==> config.mk <==
export PLATFORM = sky130hd
export DESIGN_NAME = matrix_block_accumulator
export DESIGN_NICKNAME = d
export VERILOG_FILES = /design/src/rtl/matrix_block_accumulator.sv
export SDC_FILE = /design/constraint.sdc
export NUM_CORES = 2
export LEC_CHECK = 0
export ABC_CLOCK_PERIOD_IN_PS = 21300
export CORE_UTILIZATION = 40
export CTS_BUF_LIST = sky130_fd_sc_hd__clkbuf_4
export CTS_CLUSTER_DIAMETER = 50
export DETAILED_ROUTE_END_ITERATION = 8
export GPL_TIMING_DRIVEN = 0
export PLACE_DENSITY_LB_ADDON = 0.25
export SYNTH_ARGS = -nofsm -noshare
export SYNTH_HDL_FRONTEND = slang
export SYNTH_SLANG_ARGS = --single-unit
==> constraint.sdc <==
create_clock -name clk -period 21.3 [get_ports clk]
set_input_delay 2.13 -clock clk [delete_from_list [all_inputs] [get_ports clk]]
set_output_delay 2.13 -clock clk [all_outputs]
set_load 0.05 [all_outputs]
==> src/rtl/matrix_block_accumulator.sv <==
// matrix_block_accumulator: a ROWS x COLS tile of single-precision accumulators.
// Each lane has one multi-cycle `adder`. The tile is either loaded directly
// (clear) or summed with the incoming tile. Lanes can finish on different
// cycles. The accumulators change in one step after every lane has finished.
// Optional watchdog: define ACC_TIMEOUT_EN to abort an ADD phase that runs
// for TIMEOUT cycles.

// adder: serial IEEE-754 single-precision adder, round-to-nearest-even.
// Alignment and normalisation shift one bit per cycle, so latency grows with
// the exponent difference (capped at 27 alignment steps). Denormal inputs and
// results are flushed to +0. Inf/NaN inputs are not treated specially.
module adder (
   input  logic        clk,
   input  logic        add_rst_n,
   input  logic        load,
   input  logic [31:0] number1,
   input  logic [31:0] number2,
   input  logic        result_ack,
   output logic [31:0] result,
   output logic        result_ready
);
   typedef enum logic [2:0] {A_IDLE, A_ALIGN, A_ADD, A_NORM, A_ROUND, A_HOLD} add_state_t;

   add_state_t  st;
   logic        sign_r, sub_r;
   logic [9:0]  exp_r;            // wide enough to see overflow past 254
   logic [27:0] big_m, small_m;   // [27] carry, [26] hidden, [25:3] fraction, [2:0] guard/round/sticky
   logic [4:0]  diff_r;

   logic [7:0]  e1, e2, ediff;
   logic [23:0] m1, m2;
   logic        swap, small_zero;
   logic        round_up;
   logic [24:0] rounded;
   logic [9:0]  exp_rnd;

   // Unpack both operands and order them so that big >= small in magnitude.
   // NOTE: every always_comb output is assigned on every path, so no latch is inferred.
   always_comb begin
      e1         = number1[30:23];
      e2         = number2[30:23];
      m1         = (e1 == 8'h0) ? 24'h0 : {1'b1, number1[22:0]};
      m2         = (e2 == 8'h0) ? 24'h0 : {1'b1, number2[22:0]};
      swap       = {e2, m2} > {e1, m1};
      ediff      = swap ? (e2 - e1) : (e1 - e2);
      small_zero = swap ? (e1 == 8'h0) : (e2 == 8'h0);
   end

   // Round-to-nearest-even on the normalised sum.
   always_comb begin
      round_up = big_m[2] & (big_m[1] | big_m[0] | big_m[3]);
      rounded  = {1'b0, big_m[26:3]} + {24'h0, round_up};
      exp_rnd  = exp_r + {9'h0, rounded[24]};
   end

   // Sequencer: capture, align, add, normalise, round, then hold until acknowledged.
   // NOTE: state registers use non-blocking assignments, so every register samples pre-edge values.
   always_ff @(posedge clk) begin
      if (!add_rst_n) begin
         st           <= A_IDLE;
         result       <= '0;
         result_ready <= 1'b0;
      end else begin
         unique case (st)
            A_IDLE: begin
               if (load) begin
                  big_m   <= {1'b0, swap ? m2 : m1, 3'b000};
                  small_m <= {1'b0, swap ? m1 : m2, 3'b000};
                  exp_r   <= {2'b00, swap ? e2 : e1};
                  sign_r  <= swap ? number2[31] : number1[31];
                  sub_r   <= number1[31] ^ number2[31];
                  diff_r  <= small_zero ? 5'd0 : ((ediff > 8'd27) ? 5'd27 : ediff[4:0]);
                  st      <= A_ALIGN;
               end
            end
            A_ALIGN: begin
               if (diff_r == 5'd0) begin
                  st <= A_ADD;
               end else begin
                  small_m <= {1'b0, small_m[27:2], small_m[1] | small_m[0]};
                  diff_r  <= diff_r - 5'd1;
               end
            end
            A_ADD: begin
               big_m <= sub_r ? (big_m - small_m) : (big_m + small_m);
               st    <= A_NORM;
            end
            A_NORM: begin
               if (big_m == 28'h0) begin
                  result       <= '0;
                  result_ready <= 1'b1;
                  st           <= A_HOLD;
               end else if (big_m[27]) begin
                  big_m <= {1'b0, big_m[27:2], big_m[1] | big_m[0]};
                  exp_r <= exp_r + 10'd1;
               end else if (!big_m[26]) begin
                  if (exp_r <= 10'd1) begin
                     result       <= '0;
                     result_ready <= 1'b1;
                     st           <= A_HOLD;
                  end else begin
                     big_m <= {big_m[26:0], 1'b0};
                     exp_r <= exp_r - 10'd1;
                  end
               end else begin
                  st <= A_ROUND;
               end
            end
            A_ROUND: begin
               if (exp_rnd >= 10'd255)
                  result <= {sign_r, 8'hFF, 23'h0};
               else
                  result <= {sign_r, exp_rnd[7:0], rounded[24] ? rounded[23:1] : rounded[22:0]};
               result_ready <= 1'b1;
               st           <= A_HOLD;
            end
            A_HOLD: begin
               if (result_ack) begin
                  result_ready <= 1'b0;
                  st           <= A_IDLE;
               end
            end
            default: st <= A_IDLE;
         endcase
      end
   end
endmodule

module matrix_block_accumulator #(
   parameter int ROWS    = 2,
   parameter int COLS    = 2,
   parameter int WIDTH   = 32,
   parameter int CNT_W   = 16,
   parameter int TIMEOUT = 64
) (
   input  logic                        clk,
   input  logic                        reset,
   input  logic                        start,
   input  logic                        i_clear,
   input  logic [ROWS*COLS*WIDTH-1:0]  i_data,
   output logic [ROWS*COLS*WIDTH-1:0]  o_data,
   output logic                        done,
   output logic                        busy,
   output logic [CNT_W-1:0]            acc_count,
   output logic                        timeout_err
);
   localparam int LANES = ROWS * COLS;
   localparam int LW    = LANES * WIDTH;

   typedef enum logic [2:0] {IDLE, LOAD, SETUP, ADD, DONE} state_t;

   state_t           state;
   logic [LW-1:0]    acc;
   logic [LW-1:0]    opnd;
   logic [WIDTH-1:0] hold [LANES];
   logic [WIDTH-1:0] res  [LANES];
   logic [LANES-1:0] ready, flag, capture_en;
   logic             add_rst_n, load, ack;

   // Only the 32-bit adder exists, and the watchdog needs a positive limit.
   if (WIDTH != 32 || TIMEOUT < 1) begin : g_param_check
      $error("matrix_block_accumulator: WIDTH must be 32 and TIMEOUT >= 1");
   end

`ifdef ACC_TIMEOUT_EN
   localparam int WD_W = $clog2(TIMEOUT + 1);
   logic [WD_W-1:0] wd_cnt, wd_next;
   assign wd_next = wd_cnt + 1'b1;
`else
   assign timeout_err = 1'b0;
`endif

   assign o_data     = acc;
   assign capture_en = {LANES{state == ADD}} & ready & ~flag;

   for (genvar k = 0; k < LANES; k++) begin : g_lane
      adder u_add (
         .clk          (clk),
         .add_rst_n    (add_rst_n),
         .load         (load),
         .number1      (acc[k*WIDTH +: WIDTH]),
         .number2      (opnd[k*WIDTH +: WIDTH]),
         .result_ack   (ack),
         .result       (res[k]),
         .result_ready (ready[k])
      );
   end

   // Park each lane's sum the first cycle its adder offers one during ADD.
   // NOTE: holding registers need no reset; a capture flag gates every read of them.
   always_ff @(posedge clk) begin
      for (int k = 0; k < LANES; k++)
         if (capture_en[k]) hold[k] <= res[k];
   end

   // Control FSM with registered outputs; reset discards any in-flight addition.
   always_ff @(posedge clk) begin
      if (reset) begin
         state     <= IDLE;
         acc       <= '0;
         opnd      <= '0;
         done      <= 1'b0;
         busy      <= 1'b0;
         acc_count <= '0;
         add_rst_n <= 1'b0;
         load      <= 1'b0;
         ack       <= 1'b0;
         flag      <= '0;
`ifdef ACC_TIMEOUT_EN
         timeout_err <= 1'b0;
         wd_cnt      <= '0;
`endif
      end else begin
         done <= 1'b0;
         load <= 1'b0;
         ack  <= 1'b0;
         unique case (state)
            IDLE: begin
               if (start) begin
                  opnd <= i_data;
                  busy <= 1'b1;
                  if (i_clear) begin
                     state <= LOAD;
                  end else begin
                     add_rst_n <= 1'b1;
                     load      <= 1'b1;
                     state     <= SETUP;
                  end
               end
            end
            LOAD: begin
               acc       <= opnd;
               acc_count <= '0;
               done      <= 1'b1;
               busy      <= 1'b0;
               state     <= IDLE;
            end
            SETUP: begin
               flag  <= '0;
`ifdef ACC_TIMEOUT_EN
               wd_cnt <= '0;
`endif
               state <= ADD;
            end
            ADD: begin
               flag <= flag | capture_en;
               if (&flag) begin
                  // Whole tile moves at once so o_data never shows a mix of old and new lanes.
                  for (int k = 0; k < LANES; k++)
                     acc[k*WIDTH +: WIDTH] <= hold[k];
                  if (acc_count != '1) acc_count <= acc_count + 1'b1;
                  ack       <= 1'b1;
                  add_rst_n <= 1'b0;
                  state     <= DONE;
               end
`ifdef ACC_TIMEOUT_EN
               else if (wd_next == WD_W'(TIMEOUT)) begin
                  timeout_err <= 1'b1;
                  ack         <= 1'b1;
                  add_rst_n   <= 1'b0;
                  state       <= DONE;
               end else begin
                  wd_cnt <= wd_next;
               end
`endif
            end
            DONE: begin
               done  <= 1'b1;
               busy  <= 1'b0;
               state <= IDLE;
            end
            default: state <= IDLE;
         endcase
      end
   end
endmodule

==> flow_results.org <==
** Run status
- The run finished, with violations left.
- Failing checks :: capacitance limit, slew limit

** Power
- Combinational logic burns 25.8% of the power.
- Clock group share of total power :: 34.2%
- For this design the ratio of total power to cell area is 73.4 nW/um2.
- VDD sags by at most 59.0 uV.
- In this run the power spent charging and discharging nets is 1690 uW.
- Fraction of power spent switching nets :: 36.4%
- Internal power component :: 2950 uW
- For this design the static power due to leakage is 0.0220 uW.
- Relative contribution of sequential cells to total power :: 39.9%

** Clocking
- TritonCTS created 236 clock buffers.
- Setup Fix Bufs, Post-CTS :: 0
- In this run the deepest clock path goes through 3 buffers.
- TritonCTS built the clock tree.
- Clock latency on the worst-skew pair :: 1270 ps
- Clock input transition at the sequential cells of the worst setup and hold paths :: 70 ps
- Master cell of the clock root buffer :: clkbuf_4
- Buffers inserted to repair hold after CTS numbered 0.
- Clock H-tree levels :: 4
- In this run, post-CTS repair resized a total of 0 instances.
- Number of clock sinks seen by CTS :: 844

** Yosys
- Cell area after synthesis :: 54600 um2
- Of all flip-flops after synthesis, the portion carrying an async set or reset was 0%.
- Most frequent cells after synthesis :: nand2_1 (946), a21oi_1 (660), nor2_1 (637)
- Avg Inst Size Synth :: 8.27 um2
- Number of enable flip-flop cells after synthesis :: 416
- Cell types with the largest area share after synthesis :: edfxtp_1 (23%), dfxtp_1 (16%), ha_1 (6.9%)
- Register bit total from synthesis :: 844
- The number of different library cells used by synthesis comes to 88.
- Biggest area consumer among synthesized cells :: edfxtp_1
- The share of the Yosys chip area taken by registers is 38.6%.
- Yosys instantiated no cell more often than nand2_1.
- Syn_nets :: 7048
- The most used flip-flop cell after synthesis is dfxtp_1.
- The cell count after synthesis came out at 6603.
- Number of synthesis warnings :: 0
- Area share of the largest cell type after synthesis :: 22.9%

** Timing
- Headroom to the max-slew limit :: -0.371%
- Maximum clock rate :: 155 MHz
- Final Worst Setup Slack :: 14830 ps
- Clock period minus worst slack :: 6470 ps
- Setup repair after global routing left no endpoint under its margin.
- Transition time of the tightest slew-check pin :: 1510 ps
- The number of pins with negative max-slew slack in the final report was 10.
- Clock skew on the completed layout was measured at 107 ps.
- Total negative slack for setup checks :: 0 ps
- The final critical path takes up 30.4% of the cycle.
- Endpoints failing hold :: 0
- Final setup viols :: 0

** Final layout
- Multi-input logic area :: 31200 um2
- Synth-to-Final Area Change :: 15.6%
- The sequential cells in the finished layout cover a total of 21100 um2.
- The final layout contains 7582 nets.
- Fraction of final layout cells with drive strength greater than 1 :: 6.66%
- Fin area :: 63100 um2
- At the end of the flow the core is filled with cells to 46.6%.
- Count of filler cells inserted in the layout :: 13400

** Critical path
- Required time of the critical path :: 22300 ps
- The worst setup path is captured at a flip-flop.
- On the worst path, the slowest cell contributes a delay of 780 ps.
- For flop-to-flop paths, the worst setup slack is 14830 ps.
- Maximum fanout count along the critical path :: 10
- The critical path contains buffers and inverters numbering 3 combined.
- The worst register-to-register path ends at g_lane[2].u_add.big_m[15].
- Top delay family on crit path :: simple AND/OR/NAND/NOR gates
- The critical path in this run is classified as flip-flop to flip-flop.
- The worst setup path is launched from a flip-flop.
- Slowest CP cell :: buf_1
- Measured in cells, the most critical reg-to-reg path has a length of 16.
- The signal on the critical path passes through nor4_1 -> nand2_1 -> clkbuf_1 -> and2_1 -> ha_1 -> nand4_1 -> or3_1 -> a211o_1 -> o211a_1 -> o211a_1 -> nor2_1 -> buf_2 -> buf_1 -> nor2_1 -> a211oi_1 -> a21oi_1.
- Data arrival, critical path :: 7470 ps
- The worst register-to-register path begins at opnd[91].

** Detailed routing
- In the routed design, unresolved DRC markers number 0.
- Initial DRT Pass Iterations :: 7
- Antenna Violating Nets Remaining :: 0
- Iteration-0 DRC count of the detailed router :: 6080
- Using the TritonRoute via totals, the vias-per-cell ratio works out to 5.96.
- Average detailed-routed wire length per instance :: 23.9 um
- Overall routed net length :: 218000 um
- Vias :: 54400

** Worst hold path
- The startpoint identified for the worst hold timing path is g_lane[2].u_add.result[20].
- Class of the tightest hold or removal check :: flip-flop to flip-flop
- The worst hold path terminates at hold[2][20].
- The worst hold path was traced through 0 stages.

** Die
- The die covers 138000 um2.
- Ports placed on the boundary :: 279
- From left edge to right edge, the die measures 372 um.
- Row generation in the floorplan step produced 135 rows.
- Once the floorplan was initialized, standard cells occupied 40.3% of the core.
- The die is 372 um tall.
- After floorplanning, the core was sized to cover 135000 um2.

** GRT
- The first global-routing pass estimated 319000 um of wire.
- Entering global routing, the biggest net connects 33 pins.
- GR Util All Layers :: 30.5%
- Via count of the first global-routing pass :: 51200
- For this run the aggregate overflow at the end of global routing stands at 0.
- The initial antenna violation count came to 15.

** Placed design
- At the end of routability-driven placement, the weighted congestion stood at 0.999.
- Standard cell area after detailed placement :: 59900 um2
- Buffers placed on the I/O ports in this run total 276.
- OpenSTA, run right after detailed placement, puts the worst setup slack at 15030 ps.
- Detailed placement finished with a half-perimeter wire length of 170000 um.

** Flow run
- Max-Cap Viols :: 1
[worst max-delay path by stage]
stage | startpoint | to | slack, ps | depth (start not counted)
final | opnd[91] | g_lane[2].u_add.big_m[15] | 14830 | 16
after CTS | opnd[91] | g_lane[2].u_add.big_m[18] | 15000 | 16
after detailed placement | opnd[91] | g_lane[2].u_add.big_m[18] | 15030 | 16
after floorplan | g_lane[2].u_add.st[0] | g_lane[2].u_add.diff_r[0] | 14620 | 6
after global placement | load | g_lane[2].u_add.small_m[21] | 11170 | 3
after global routing | opnd[91] | g_lane[2].u_add.big_m[15] | 14670 | 16
[metrics by stage]
step | std cells | total power (uW) | hold slack [ps]
3_3_place_gp | 8660 | 3040 | 411
2_1_floorplan | 6603 | 2600 | 408
6_report | 9133 | 4640 | 352
3_5_place_dp | 8680 | 3050 | 415
4_1_cts | 9123 | 4630 | 368
5_1_grt | 9130 | 4830 | 397
[power by group through the flow]
| stage | Sequential (uW) | Combinational [uW] | Clock, uW |
|---|---|---|---|
| after CTS | 1850 | 1170 | 1610 |
| after global placement | 1880 | 1160 | 0 |
| after detailed placement | 1880 | 1170 | 0 |
| after floorplan | 1910 | 690 | 0 |
| final | 1850 | 1200 | 1590 |
| after global routing | 1850 | 1280 | 1690 |
[placed cells by master, fill, tap and decap left out, types with 50 or more instances in the layout]
cell               n
a31oi_1          116
clkbuf_4         335
and3_1            51
o21ai_0          348
nor2_1           637
nand4_1           71
clkdlybuf4s50_1  276
edfxtp_1         416
ha_1             301
dfxtp_1          428
nor3_1            97
a21o_1            69
xnor2_1          231
a22oi_1           89
xor2_1           108
a21oi_1          657
a211oi_1         122
a311oi_1         117
nand2_1          946
and2_1           124
nand3_1          116
inv_1            209
clkbuf_1         372
nor2b_1          162
nand2b_1          50
clkinv_1          62
nor4_1            86
[worst register-to-register path: cells and delay by family (launching register included)]
kind	cells	cell delay [ps]
buffers and inverters	3	1560
AO/OA/AOI/OAI	5	1460
flip-flops	1	370
AND/OR/NAND/NOR	7	2480
adder cells (fa/ha/maj)	1	320
[layer usage]
metal  wire length [um]  vias up  global-route usage (%)
met5                 60        -                       0
met2              96200     2625                    47.4
li1                   -    25200                       -
met3              19500      538                    5.51
met1              91300    26100                    40.7
met4              10900       10                    15.0
[cell families after synthesis]
kind of cell,Yosys count,synth area share [%]
and+or+nand+nor,2496,21.2
muxes,37,0.708
AOI/OAI and AO/OA,1940,22.4
DFF,844,38.6
adders and majority gates,313,7.33
xor gates and xnor gates,339,5.44
other,1,0.00686
buffers and inverters,633,4.41
[registers in the layout, indices dropped and copies added, names as in the netlist, 3 cells and up]
signal / count
g_lane.u_add.small_m: 108
o_data: 128
state: 3
acc_count: 16
g_lane.u_add.result_ready: 4
g_lane.u_add.big_m: 112
g_lane.u_add.sub_r: 4
flag: 4
g_lane.u_add.exp_r: 40
g_lane.u_add.diff_r: 20
g_lane.u_add.result: 128
opnd: 128
hold: 128
g_lane.u_add.st: 12
g_lane.u_add.sign_r: 4
[area by class of cell]
cell class,count,area share [%]
Tap cell,1781,3.53
Antenna cell,10,0.0396
Clock buffer,335,3.98
Timing Repair Buffer,296,4.76
Buffer,424,2.58
Multi-Input combinational cell,5126,49.5
Sequential cell,844,33.4
Inverter,209,1.24
Clock inverter,108,1.03
(Power assumes the default switching activity.)
